`config.mk`:
```
export PLATFORM = sky130hd
export DESIGN_NAME = gd_iter_ctrl_flat
export DESIGN_NICKNAME = d
export VERILOG_FILES = /design/src/rtl/gd_iter_ctrl_if.sv /design/src/rtl/gd_iter_ctrl.sv /design/src/flat_wrapper.sv
export SDC_FILE = /design/constraint.sdc
export NUM_CORES = 1
export LEC_CHECK = 0
export BUFFER_PORTS_ARGS = -buffer_cell sky130_fd_sc_hd__buf_2
export CORE_MARGIN = 5
export CORE_UTILIZATION = 49
export CTS_BUF_LIST = sky130_fd_sc_hd__clkbuf_4 sky130_fd_sc_hd__clkbuf_8 sky130_fd_sc_hd__clkbuf_16
export CTS_CLUSTER_SIZE = 25
export DETAILED_ROUTE_END_ITERATION = 16
export PLACE_DENSITY = 0.76
export SYNTH_ARGS = -nofsm -noshare
export SYNTH_HDL_FRONTEND = slang
export SYNTH_SLANG_ARGS = --single-unit
```
`constraint.sdc`:
```
create_clock -name clk -period 3.9 [get_ports clk]
set_input_delay 1.17 -clock clk [delete_from_list [all_inputs] [get_ports clk]]
set_output_delay 1.17 -clock clk [all_outputs]
set_load 0.005 [all_outputs]
```
`src/rtl/gd_iter_ctrl_if.sv`:
```
// Responder handshake between gd_iter_ctrl (master) and the finite-difference
// gradient/value block (slave): launch pulse plus point out, step/value/overflow back.
interface gd_iter_ctrl_if;
    logic        start_func;
    logic [31:0] x_in;
    logic        func_done;
    logic [31:0] x_diff_out;
    logic [63:0] value;
    logic        overflow;

    modport master (
        output start_func, x_in,
        input  func_done, x_diff_out, value, overflow
    );

    modport slave (
        input  start_func, x_in,
        output func_done, x_diff_out, value, overflow
    );
endinterface

```
`src/rtl/gd_iter_ctrl.sv`:
```
// Gradient-descent iteration controller.
// Launches the gradient/value responder at the current point, takes its scaled
// step, and iterates x <- x - step until |step| <= TOL, MAX_ITER evaluations,
// or a responder overflow; then reports the final point and value.
// Optional per-evaluation watchdog: define GD_TIMEOUT_EN.
module gd_iter_ctrl #(
    parameter int unsigned MAX_ITER    = 64,
    parameter logic [31:0] TOL         = 32'h0000_0001,
    parameter int unsigned TIMEOUT_CYC = 1024
) (
    input  logic                  clk,
    input  logic                  rst_n,
    input  logic                  start,
    input  logic [31:0]           x_init,
    gd_iter_ctrl_if.master        rsp,
    output logic                  busy,
    output logic                  done,
    output logic                  converged,
    output logic                  err_ovf,
    output logic                  err_timeout,
    output logic [31:0]           x_opt,
    output logic [63:0]           value_opt,
    output logic [15:0]           iter_count
);

    if (MAX_ITER == 0 || MAX_ITER > 65535) begin : g_bad_max_iter
        $error("gd_iter_ctrl: MAX_ITER must be 1..65535");
    end
    if (TIMEOUT_CYC == 0 || TIMEOUT_CYC > 65535) begin : g_bad_timeout
        $error("gd_iter_ctrl: TIMEOUT_CYC must be 1..65535");
    end

    typedef enum logic [2:0] {
        S_IDLE,
        S_LAUNCH,
        S_WAIT_LOW,
        S_WAIT_HIGH,
        S_UPDATE,
        S_DONE
    } state_t;

    state_t      state, state_nxt;

    logic [31:0] x_cur;
    logic [31:0] cap_diff;
    logic [63:0] cap_value;
    logic        cap_ovf;

    logic [32:0] sub_wide;
    logic [31:0] x_next;
    logic [31:0] diff_abs;
    logic [15:0] iter_inc;
    logic        hit_tol;
    logic        hit_limit;
    logic        timeout_hit;
    logic        start_func_c;

    // Step arithmetic for UPDATE: saturating subtract, step magnitude, stop tests
    always_comb begin
        // NOTE: every output of a combinational block gets a value on every path,
        // otherwise synthesis infers a latch to hold the old one.
        sub_wide = {x_cur[31], x_cur} - {cap_diff[31], cap_diff};
        if (sub_wide[32] != sub_wide[31])
            x_next = sub_wide[32] ? 32'h8000_0000 : 32'h7FFF_FFFF;
        else
            x_next = sub_wide[31:0];

        // The most negative step has no positive twin; clamp its magnitude.
        if (cap_diff == 32'h8000_0000)
            diff_abs = 32'h7FFF_FFFF;
        else if (cap_diff[31])
            diff_abs = -cap_diff;
        else
            diff_abs = cap_diff;

        iter_inc  = iter_count + 16'd1;
        hit_tol   = (diff_abs <= TOL);
        hit_limit = (iter_inc == 16'(MAX_ITER));
    end

`ifdef GD_TIMEOUT_EN
    logic [15:0] wd_cnt;
    logic        waiting;

    assign waiting     = (state == S_WAIT_LOW) || (state == S_WAIT_HIGH);
    assign timeout_hit = waiting && (wd_cnt == 16'(TIMEOUT_CYC - 1));

    // Watchdog: restarts at each launch, counts while waiting on the responder
    always_ff @(posedge clk) begin
        if (!rst_n) begin
            wd_cnt      <= '0;
            err_timeout <= 1'b0;
        end else begin
            if (state == S_LAUNCH)
                wd_cnt <= '0;
            else if (waiting)
                wd_cnt <= wd_cnt + 16'd1;

            if (state == S_IDLE && start)
                err_timeout <= 1'b0;
            else if (timeout_hit)
                err_timeout <= 1'b1;
        end
    end
`else
    assign timeout_hit = 1'b0;
    assign err_timeout = 1'b0;
`endif

    // State register
    always_ff @(posedge clk) begin
        // NOTE: reset is sampled on the clock edge only; rst_n low between edges
        // has no effect until the next rising edge.
        if (!rst_n)
            state <= S_IDLE;
        else
            state <= state_nxt;
    end

    // Next-state logic
    always_comb begin
        state_nxt = state;
        case (state)
            S_IDLE:      if (start) state_nxt = S_LAUNCH;
            S_LAUNCH:    state_nxt = S_WAIT_LOW;
            S_WAIT_LOW: begin
                if (timeout_hit)        state_nxt = S_DONE;
                else if (!rsp.func_done) state_nxt = S_WAIT_HIGH;
            end
            S_WAIT_HIGH: begin
                if (timeout_hit)        state_nxt = S_DONE;
                else if (rsp.func_done) state_nxt = S_UPDATE;
            end
            S_UPDATE: begin
                if (cap_ovf || hit_tol || hit_limit) state_nxt = S_DONE;
                else                                 state_nxt = S_LAUNCH;
            end
            S_DONE:      state_nxt = S_IDLE;
            default:     state_nxt = S_IDLE;
        endcase
    end

    // Moore outputs decoded from the state
    always_comb begin
        start_func_c = (state == S_LAUNCH);
        busy         = (state != S_IDLE);
        done         = (state == S_DONE);
    end

    assign rsp.start_func = start_func_c;
    assign rsp.x_in       = x_cur;

    // Datapath: point, captured response, result registers and flags
    always_ff @(posedge clk) begin
        // NOTE: sequential state uses non-blocking assignment so every register
        // samples pre-edge values regardless of statement order.
        if (!rst_n) begin
            x_cur      <= '0;
            cap_diff   <= '0;
            cap_value  <= '0;
            cap_ovf    <= 1'b0;
            iter_count <= '0;
            converged  <= 1'b0;
            err_ovf    <= 1'b0;
            x_opt      <= '0;
            value_opt  <= '0;
        end else begin
            case (state)
                S_IDLE: begin
                    if (start) begin
                        x_cur      <= x_init;
                        iter_count <= '0;
                        converged  <= 1'b0;
                        err_ovf    <= 1'b0;
                    end
                end
                S_WAIT_HIGH: begin
                    if (rsp.func_done) begin
                        cap_diff  <= rsp.x_diff_out;
                        cap_value <= rsp.value;
                        cap_ovf   <= rsp.overflow;
                    end
                end
                S_UPDATE: begin
                    iter_count <= iter_inc;
                    if (cap_ovf) begin
                        err_ovf   <= 1'b1;
                        x_opt     <= x_cur;
                        value_opt <= cap_value;
                    end else if (hit_tol) begin
                        converged <= 1'b1;
                        x_opt     <= x_next;
                        value_opt <= cap_value;
                    end else if (hit_limit) begin
                        converged <= 1'b0;
                        x_opt     <= x_next;
                        value_opt <= cap_value;
                    end else begin
                        x_cur <= x_next;
                    end
                end
                default: ;
            endcase

            // Watchdog expiry reports the point that was being evaluated.
            if (timeout_hit)
                x_opt <= x_cur;
        end
    end

endmodule

```
`src/flat_wrapper.sv`:
```
// flat-port wrapper written by rule: the top's interface ports become plain ports
module gd_iter_ctrl_flat 
#(
    parameter int unsigned MAX_ITER    = 64,
    parameter logic [31:0] TOL         = 32'h0000_0001,
    parameter int unsigned TIMEOUT_CYC = 1024
)
  (clk, rst_n, start, x_init, busy, done, converged, err_ovf, err_timeout, x_opt, value_opt, iter_count, rsp_start_func, rsp_x_in, rsp_func_done, rsp_x_diff_out, rsp_value, rsp_overflow);
  gd_iter_ctrl_if rsp_i ();
  input  logic clk;
  input  logic rst_n;
  input  logic start;
  input  logic [31:0] x_init;
  output logic busy;
  output logic done;
  output logic converged;
  output logic err_ovf;
  output logic err_timeout;
  output logic [31:0] x_opt;
  output logic [63:0] value_opt;
  output logic [15:0] iter_count;
  output wire logic [$bits(rsp_i.start_func)-1:0] rsp_start_func;
  output wire logic [$bits(rsp_i.x_in)-1:0] rsp_x_in;
  input wire logic [$bits(rsp_i.func_done)-1:0] rsp_func_done;
  input wire logic [$bits(rsp_i.x_diff_out)-1:0] rsp_x_diff_out;
  input wire logic [$bits(rsp_i.value)-1:0] rsp_value;
  input wire logic [$bits(rsp_i.overflow)-1:0] rsp_overflow;
  assign rsp_start_func = rsp_i.start_func;
  assign rsp_x_in = rsp_i.x_in;
  assign rsp_i.func_done = rsp_func_done;
  assign rsp_i.x_diff_out = rsp_x_diff_out;
  assign rsp_i.value = rsp_value;
  assign rsp_i.overflow = rsp_overflow;
  gd_iter_ctrl #(.MAX_ITER(MAX_ITER), .TOL(TOL), .TIMEOUT_CYC(TIMEOUT_CYC)) u_core (.clk(clk), .rst_n(rst_n), .start(start), .x_init(x_init), .rsp(rsp_i), .busy(busy), .done(done), .converged(converged), .err_ovf(err_ovf), .err_timeout(err_timeout), .x_opt(x_opt), .value_opt(value_opt), .iter_count(iter_count));
endmodule
```
=== Word-level counts from Yosys, hierarchy flattened ===
Index checks and enable logic that the tools add are counted.

* Register bits: 246
* Output and inout bits: 150

* Add/subtract/negate cells: 3
* $lt $le $gt $ge: 1
* Eq/ne operators: 16
* Multiplexer cells: 29
* Reduce and logical (&&, ||, !) cells: 13

{| class="wikitable"
|+ Operator list
! kind !! count
|-
| 2-to-1 mux 32 bit || 11
|-
| 2-to-1 mux 64 bit || 3
|-
| one-hot mux 32 bit (2 select lines) || 1
|-
| subtractor 32 x 32 -> 33 bit || 1
|-
| == test 32 bit (second input constant) || 1
|-
| less-or-equal comparator 32 x 1 -> 1 bit (second input constant) || 1
|-
| negation 32 bit || 1
|-
| one-hot mux 16 bit (2 select lines) || 1
|-
| adder 16 x 1 -> 16 bit (second input constant) || 1
|-
| == test 16 x 7 -> 1 bit (second input constant) || 1
|-
| 2-to-1 mux 16 bit || 1
|-
| one-hot mux 3 bit (5 select lines) || 1
|-
| 2-to-1 mux 3 bit || 4
|-
| inequality test 2 bit (second input constant) || 6
|-
| == test 3 x 2 -> 1 bit (second input constant) || 2
|-
| == test 3 bit (second input constant) || 2
|-
| AND reduction 2 bit || 3
|-
| AND reduction 3 bit || 2
|-
| nonzero test 3 bit || 2
|-
| 2-to-1 mux 1 bit || 5
|-
| AND reduction 5 bit || 1
|-
| one-hot mux 1 bit (2 select lines) || 2
|-
| AND reduction 4 bit || 1
|-
| == test 3 x 1 -> 1 bit (second input constant) || 1
|-
| other kinds (6) || 7
|}

=== Logic depth before layout (Yosys ltp) ===
Gate-level depths: netlist of the first run.

* Word-level depth: 8
* Mapped depth: 16
* Mapped depth without buffers: 13

=== Worst setup path before layout of the first run ===
Ideal clock, no wire load.

* Path kind: reg2reg
* Start: reg u_core.cap_diff[18]
* End: reg u_core.x_cur[14] (netlist: u_core.rsp.x_in[14])
* Arrival time: 3.999 ns
* Required time: 3.774 ns
* Setup slack: -0.224 ns
* Stages on the path, launching flop included: 14
* Cell sequence: dfxtp_1 > buf_2 > or4_4 > or4_4 > or3b_4 > o32ai_2 > o22ai_1 > or4_1 > or4_4 > a41o_1 > buf_2 > clkbuf_1 > o21ai_0 > a31oi_1

* Cells in the longest elaborated chain, start to end: 7
* Elaborated cells on any way between the ends: 15

{| class="wikitable"
|+ RTL lines
! what !! RTL line !! source
|-
| from (decl) || gd_iter_ctrl.sv:45 || <nowiki>logic [31:0] cap_diff;</nowiki>
|-
| from (signal assigned) || gd_iter_ctrl.sv:179 || <nowiki>cap_diff <= rsp.x_diff_out;</nowiki>
|-
| parallel branches: the longest is 7 deep, another holds negation 32 bit || - ||
|-
| to (signal assigned) || gd_iter_ctrl.sv:171 || <nowiki>x_cur <= x_init;</nowiki>
|-
| to (signal assigned) || gd_iter_ctrl.sv:199 || <nowiki>x_cur <= x_next;</nowiki>
|-
| to (decl) || gd_iter_ctrl.sv:44 || <nowiki>logic [31:0] x_cur;</nowiki>
|}

Several ways; the timed one is not identified. The select of a mux whose other input is x is not followed.
A chain may end at the register's enable or synchronous reset.

=== Worst setup path after layout of the first run ===
* Start: reg u_core.cap_diff[21]
* End: reg u_core.x_opt[9]

* Cells in the longest elaborated chain, start to end: 6
* Elaborated cells on any way between the ends: 14

{| class="wikitable"
|+ RTL lines
! what !! RTL line !! source
|-
| negation 32 bit / subtractor 32 x 32 -> 33 bit (equally long branches) || gd_iter_ctrl.sv:72, gd_iter_ctrl.sv:62 ||
|-
| 2-to-1 mux 32 bit, or another cell as far along || gd_iter_ctrl.sv:71 || <nowiki>else if (cap_diff[31])</nowiki>
|-
| 2-to-1 mux 32 bit (on tied branches) || gd_iter_ctrl.sv:69, gd_iter_ctrl.sv:63 ||
|-
| less-or-equal comparator 32 x 1 -> 1 bit / 2-to-1 mux 32 bit (equally long branches) || gd_iter_ctrl.sv:77, gd_iter_ctrl.sv:194 ||
|-
| nonzero test 3 bit (no source line) / 2-to-1 mux 32 bit (equally long branches) || - ||
|-
| AND reduction 2 bit (no source line) / 2-to-1 mux 32 bit (equally long branches) || - ||
|-
| to (signal assigned) || gd_iter_ctrl.sv:188 || <nowiki>x_opt <= x_cur;</nowiki>
|-
| to (signal assigned) || gd_iter_ctrl.sv:192 || <nowiki>x_opt <= x_next;</nowiki>
|-
| to (signal assigned) || gd_iter_ctrl.sv:196 || <nowiki>x_opt <= x_next;</nowiki>
|-
| to (decl) || gd_iter_ctrl.sv:21 || <nowiki>output logic [31:0] x_opt,</nowiki>
|}

Parallel ways exist; a longest one is shown, timed or not. The select of a mux whose other input is x is not followed.

==> key figures, run 1 <==
Logic synthesis
  • Post-synthesis cell area: between 10,000 and 15,000 um^2
  • YS warnings: 0
  • Syn_area_per_cell: ~7.8 um^2
  • Post-synth top flop: dfxtp_1
  • Netlist cell types: 71
  • Share of the synthesized area in the top cell type: 0.3971
  • Yosys top cell by area: dfxtp_1
  • Post-synth EDFFs: 0
  • Synthesized flop and latch total: 246
  • Cells after Synth: 1,599
  • Sequential share of the synthesized area: 0.3971
  • Syn nets: 1,767
  • Fraction of registers with async set/reset: 0
  • Synth top area cells: dfxtp_1 40%, nand2_1 9.2%, a21oi_1 7.3%, mux2i_1 6.3%, nor2_1 4.4%

Floorplanning
  • Core Footprint: ~25,000 um^2
  • Cell Rows: 58
  • Die area: approximately 29,000 um^2
  • Die Width: 169.1 um
  • # IOs: 283
  • Initial Util: 0.4954
  • Die Ht: about 170 um

Pwr
  • Overall Power: about 0.0070 W
  • Psw: approximately 0.0021 W
  • Sw Ratio: 0.3048
  • Pint: a little under 0.005 W
  • Comb power frac: 0.228
  • Sequential fraction of design power: 0.378
  • Clock share of power: 0.394
  • Leakage power: 6.652 nW
  • Max VDD drop: 0.3432 mV
  • Power per cell area: 439.0 nW/um^2

Clock network
  • Clk root buf: clkbuf_16
  • TritonCTS Buffers: 27
  • Clock-pin slew on the worst setup and hold paths: 0.08 ns
  • Count of hold buffers inserted by post-cts repair: 0
  • Max H-tree Level: 1
  • Clk Latency, worst-skew pair: 0.56 ns
  • Max Buffers Root-to-Sink: 3
  • CTS sink cnt: between 200 and 250
  • CTS tree: built

Finish
  • Post-layout nets: around 2,100
  • Share of layout cells above drive strength 1: 0.2420
  • Most frequent cells in the layout: 302 x nand2_1, 281 x buf_2, 245 x dfxtp_1
  • Post-route cell area: 15,840 um^2
  • Most common cell after layout, fill and taps aside: nand2_1
  • Fillcell total: ~2,200
  • Post-layout util: 0.6326
  • Area Overhead vs Synth: 27.70%

Global route
  • Tot GR Track Use: 0.2771
  • First-pass GRT wire length: 65.59 mm
  • Global route overflow: 0
  • Initial antenna violation count: 11
  • Met3 usage: 0.06959
  • Met1 Use GR: 0.3605
  • Vias in the first global route: 12,450
  • Largest net degree at the start of global routing: 102
  • Grt met2 use: 0.4609
  • GRT busiest layer: met2

Placement
  • Pre-CTS setup slack: -0.1861 ns
  • Placed cell area: 14,480 um^2
  • GPL Wtd Cong: 0.9451
  • Port bufs: between 200 and 300
  • Hpwl dp: 29.61 mm

Setup path
  • Crit-path max FO: 8
  • Worst Reg2Reg Path Length in Cells: 13
  • Crit Path Class: register to register
  • Element type at the critical path end: register
  • Crit path DAT: approximately 4.6 ns
  • CP Launch Type: register
  • Worst EP required: 4.38 ns

Drt
  • Via count of the routed design: 12,960
  • Drt wl/cell: 18.52 um
  • Initial DRC count: 1,036
  • Vias per cell: slightly below 6
  • Drt pass-1 iters: 5
  • WL final: 41.61 mm
  • DRC violations left: 0
  • Final ANT Viol Nets: 0

Run status
  • Status: finished, violations left
  • Failing checks: negative setup slack

Min path
  • Worst hold path type: register to register
  • Worst hold path cell count: 2

Timing
  • RSZ-0062 raised after global routing: yes
  • Setup violators final: between 100 and 150
  • Final Skew: between 0.02 and 0.025 ns
  • Setup_tns: -11.14 ns
  • Fin. max-slew vios: 0
  • Final Critical Period: 4.076 ns
  • Fmax: 245.4 MHz
  • Fin crit share: 1.045
  • Final hold viol count: 0
  • Final WS setup: -0.1756 ns
  • Worst relative slew slack: 0.4544
  • Worst-Margin Slew: 0.8184 ns

Job
  • Maximum capacitance violations: 0
sequential cells by signal, summed over array words and instances, names as in the netlist:
register	count
u_core.cap_diff	32
u_core.cap_ovf	1
u_core.cap_value	64
u_core.converged	1
u_core.err_ovf	1
u_core.iter_count	16
u_core.rsp.x_in	32
u_core.state	3
u_core.value_opt	64
u_core.x_opt	32
synthesized netlist by cell type (4+ instances only):
cell type,number
nand2_1,304
dfxtp_1,246
a21oi_1,180
nor2_1,146
o21ai_0,99
clkbuf_1,84
mux2i_1,78
a31oi_1,46
inv_1,38
ha_1,34
nand3_1,30
nor3_1,29
o21ai_1,19
o22ai_1,18
xor2_1,18
nor4_1,17
xnor2_1,17
nand4_1,13
or3_1,11
a21o_1,10
buf_2,9
o2bb2ai_1,9
a211oi_1,8
nand2b_1,8
and3_1,7
buf_1,7
buf_6,7
and2_1,6
o21a_1,6
a21boi_0,5
o211ai_1,5
or4_1,5
a22oi_1,4
a41oi_1,4
critical path: stages, from the launching register on:
cell	delay, ns
dfxtp_2	0.32
or4_4	0.53
or4_4	0.52
or3b_4	0.42
o32ai_2	0.19
o22ai_1	0.10
or4_1	0.41
or4_4	0.54
a31oi_4	0.25
buf_8	0.21
buf_6	0.13
buf_16	0.12
o21ai_2	0.06
a31oi_1	0.21
area by class of cell:
type / instances / area [um^2] / area share
Antenna cell: 4 / 10.01 / 0.0006320
Clock buffer: 36 / 780.7 / 0.04929
Clock inverter: 14 / 190.2 / 0.01201
Inverter: 39 / 151.4 / 0.009558
Multi-Input combinational cell: 1204 / 6933 / 0.4377
Sequential cell: 246 / 4926 / 0.3110
Tap cell: 330 / 412.9 / 0.02607
Timing Repair Buffer: 374 / 2435 / 0.1537
layer usage:
layer	up-vias	wire (um)
met5	-	82
met4	14	1112
met3	97	3990
met2	585	19330
met1	6037	17090
li1	6223	-
worst paths after layout:
path | start | slack (ns) | endpoint
max | u_core.cap_diff[21] | -0.18 | u_core.x_opt[9]
min | u_core.cap_value[16] | 0.45 | u_core.cap_value[16]
max reg2reg | u_core.cap_diff[21] | -0.18 | u_core.x_opt[9]
min reg2reg | u_core.cap_value[16] | 0.45 | u_core.cap_value[16]
power by group through the flow:
stage / sequential [W] / clock, W / combinational [W]
after floorplan: 0.00266 / 0 / 0.00102
after global placement: 0.00268 / 0 / 0.00151
after detailed placement: 0.00268 / 0 / 0.00152
after CTS: 0.00263 / 0.00277 / 0.00155
after global routing: 0.00263 / 0.00289 / 0.00173
final: 0.00263 / 0.00274 / 0.00158
per-stage QoR:
step	hold WS, ns	cells
after floorplan	0.4360	1599
after global placement	0.4420	2178
after detailed placement	0.4489	2178
after CTS	0.4572	2243
after global routing	0.4757	2247
final	0.4548	2247
timing repair:
item,CTS,global route
buffers inserted,9,0
cloned,6,0
resized for setup,36,4
setup endpoints to repair,125,128
hold endpoints to repair,0,0
pin swaps,2,0
cells by family after synthesis:
kind of cell               share of synthesized area
AOI/OAI and AO/OA                             0.2121
xor gates and xnor gates                     0.02471
adders and majority gates                    0.03591
buffers and inverters                        0.05115
DFF                                           0.3971
muxes                                        0.06567
other                                      0.0003023
and+or+nand+nor                               0.2131
Power figures use the tool's default switching activity.
==> run 2, diff against run 1 <==
==> constraint.sdc (replaced) <==
create_clock -name clk -period 3.9 [get_ports clk]
set_input_delay 0.585 -clock clk [delete_from_list [all_inputs] [get_ports clk]]
set_output_delay 0.585 -clock clk [all_outputs]
set_load 0.005 [all_outputs]
==> run 2 against run 1 <==
Compared with the run above:
- the run still ends with negative setup slack left
- sequential power about the same
- via count is 0.50% lower
- non-clock buffer count is 8 lower
- hold slack got worse by 0.18 ns
- critical endpoint is now u_core.value_opt[19]
- highest routed layer unchanged
==> key figures, run 2 (synthesis results as in run 1) <==
Setup path
  • CP dominant cell by count: or4_4
  • CP Cell Sequence: or4_4 > or4_4 > or3b_4 > o32ai_2 > o22ai_1 > or4_1 > or4_4 > a31oi_4 > buf_12 > buf_12 > mux2i_4 > nor2_1
  • Critical path's top delay family: simple AND/OR/NAND/NOR gates
  • Element type at the critical path end: register
  • Worst path depth: 12
  • FF-to-FF Start: u_core.cap_diff[21]
  • Critical path's slowest cell: or4_4
  • Reg2reg end: u_core.value_opt[19]
  • CP Launch Type: register
  • Reg2reg setup slack: -0.17 ns
  • Worst Reg2Reg Path Length in Cells: 12
  • Crit-path max FO: 9
  • Crit path DAT: 4.46 ns
  • Crit Path Class: register to register
  • CP max stage delay: 0.53 ns
  • CP endpoint: u_core.value_opt[19]
  • CP Buf/Inv Count: 2
  • Worst EP required: 4.29 ns
  • CP startpoint: u_core.cap_diff[21]

Placement
  • Port bufs: 281
  • Pre-CTS setup slack: -0.1948 ns
  • Hpwl dp: 29.32 mm
  • GPL Wtd Cong: 0.9336
  • Placed cell area: 14,460 um^2

Drt
  • Drt pass-1 iters: 5
  • Via count of the routed design: between 10,000 and 15,000
  • Initial DRC count: between 1,000 and 1,500
  • DRC violations left: 0
  • WL final: 41.24 mm
  • Drt wl/cell: ~18 um
  • Vias per cell: slightly below 6
  • Final ANT Viol Nets: 0

Floorplanning
  • Initial Util: 0.4954
  • Die area: about 29,000 um^2
  • Cell Rows: 58
  • Die Width: 169.1 um
  • Die Ht: between 150 and 200 um
  • # IOs: 283
  • Core Footprint: 25,040 um^2

Timing
  • Final Critical Period: 4.069 ns
  • Fmax: 245.8 MHz
  • Worst relative slew slack: 0.2104
  • Fin. max-slew vios: 0
  • Worst-Margin Slew: 1.177 ns
  • Final WS setup: -0.1690 ns
  • Fin crit share: 1.043
  • Final hold viol count: 0
  • RSZ-0062 raised after global routing: yes
  • Final Skew: 0.02146 ns
  • Setup violators final: 128

Min path
  • Worst hold path type: input pin to register

Clock network
  • CTS sink cnt: ~250
  • Max Buffers Root-to-Sink: 3
  • Clk Latency, worst-skew pair: 0.55 ns
  • TritonCTS Buffers: 26
  • Clock-pin slew on the worst setup and hold paths: 0.07 ns
  • Clk root buf: clkbuf_16
  • CTS tree: built
  • Max H-tree Level: 1

Finish
  • Most frequent cells in the layout: 303 x nand2_1, 281 x buf_2, 245 x dfxtp_1
  • Area Overhead vs Synth: 26.98%
  • Share of layout cells above drive strength 1: 0.2375
  • Post-route cell area: 15,750 um^2
  • Biggest regs: u_core.cap_value (64), u_core.value_opt (64)
  • Post-layout nets: 2,051
  • Fillcell total: 2,210
  • Most common cell after layout, fill and taps aside: nand2_1

Pwr
  • Max VDD drop: between 0.4 and 0.5 mV
  • Power per cell area: approximately 440 nW/um^2
  • Leakage power: 6.601 nW

Global route
  • Tot GR Track Use: 0.2706
  • Vias in the first global route: 12,070
  • Largest net degree at the start of global routing: 134
  • Global route overflow: 0
  • Initial antenna violation count: 9
  • First-pass GRT wire length: 64.23 mm

Job
  • Maximum capacitance violations: 0

Run status
  • Failing checks: negative setup slack
  • Status: finished, violations left
==> run 2: power by group <==
part / internal (W) / switching [W] / leakage (nW)
Combinational: 0.000650 / 0.000953 / 4.14
Sequential: 0.00257 / 0.0000651 / 1.99
Clock: 0.00165 / 0.00106 / 0.468
==> run 2: per-stage QoR <==
stage	cells	total power (W)	setup TNS (ns)	util	hold WS (ns)
2_1_floorplan	1599	0.003687	-2.742	-	0.4360
3_3_place_gp	2172	0.004180	-6.913	0.5776	0.4426
6_report	2236	0.006946	-15.30	0.6291	0.2707
3_5_place_dp	2172	0.004197	-11.72	0.5776	0.4461
5_1_grt	2235	0.007242	-29.73	0.6290	0.2549
4_1_cts	2227	0.006917	-15.83	0.6213	0.2485
==> run 2: per-layer routing <==
metal,vias up,GRT usage,routed length [um]
met5,-,0,79
met4,12,0.05355,909
met3,79,0.06749,3902
met2,531,0.4522,19210
met1,6057,0.3593,17140
li1,6212,-,-
==> run 2: what timing repair did <==
action,CTS,global route
gates resized for setup,12,18
cloned,2,3
endpoints found under the setup margin,123,129
hold buffers,0,0
pin swaps,3,2
buffers inserted,5,3
==> run 2: cell type report <==
class	count	area (um^2)	area share
antenna	3	7.507	0.0004766
timing repair buffer	366	2345	0.1489
tap	330	412.9	0.02622
multi-input combinational	1204	6959	0.4418
inverter	39	151.4	0.009612
clock buffer	34	723.2	0.04592
clock inverter	14	225.2	0.01430
sequential	246	4926	0.3128
==> run 2: worst reg2reg max path: stages (launching register included) <==
cell	delay, ns
dfxtp_2	0.32
or4_4	0.53
or4_4	0.52
or3b_4	0.42
o32ai_2	0.20
o22ai_1	0.10
or4_1	0.43
or4_4	0.53
a31oi_4	0.21
buf_12	0.19
buf_12	0.17
mux2i_4	0.22
nor2_1	0.06
==> run 2: how the worst min path moves through the flow <==
stage                                 endpoint  cells after the start            startpoint
after floorplan            u_core.cap_value[0]                      2   u_core.cap_value[0]
after global placement     u_core.cap_value[5]                      2   u_core.cap_value[5]
after detailed placement  u_core.cap_value[25]                      2  u_core.cap_value[25]
after CTS                   u_core.cap_diff[4]                      3     rsp_x_diff_out[4]
after global routing        u_core.cap_diff[4]                      3     rsp_x_diff_out[4]
final                       u_core.cap_diff[4]                      3     rsp_x_diff_out[4]
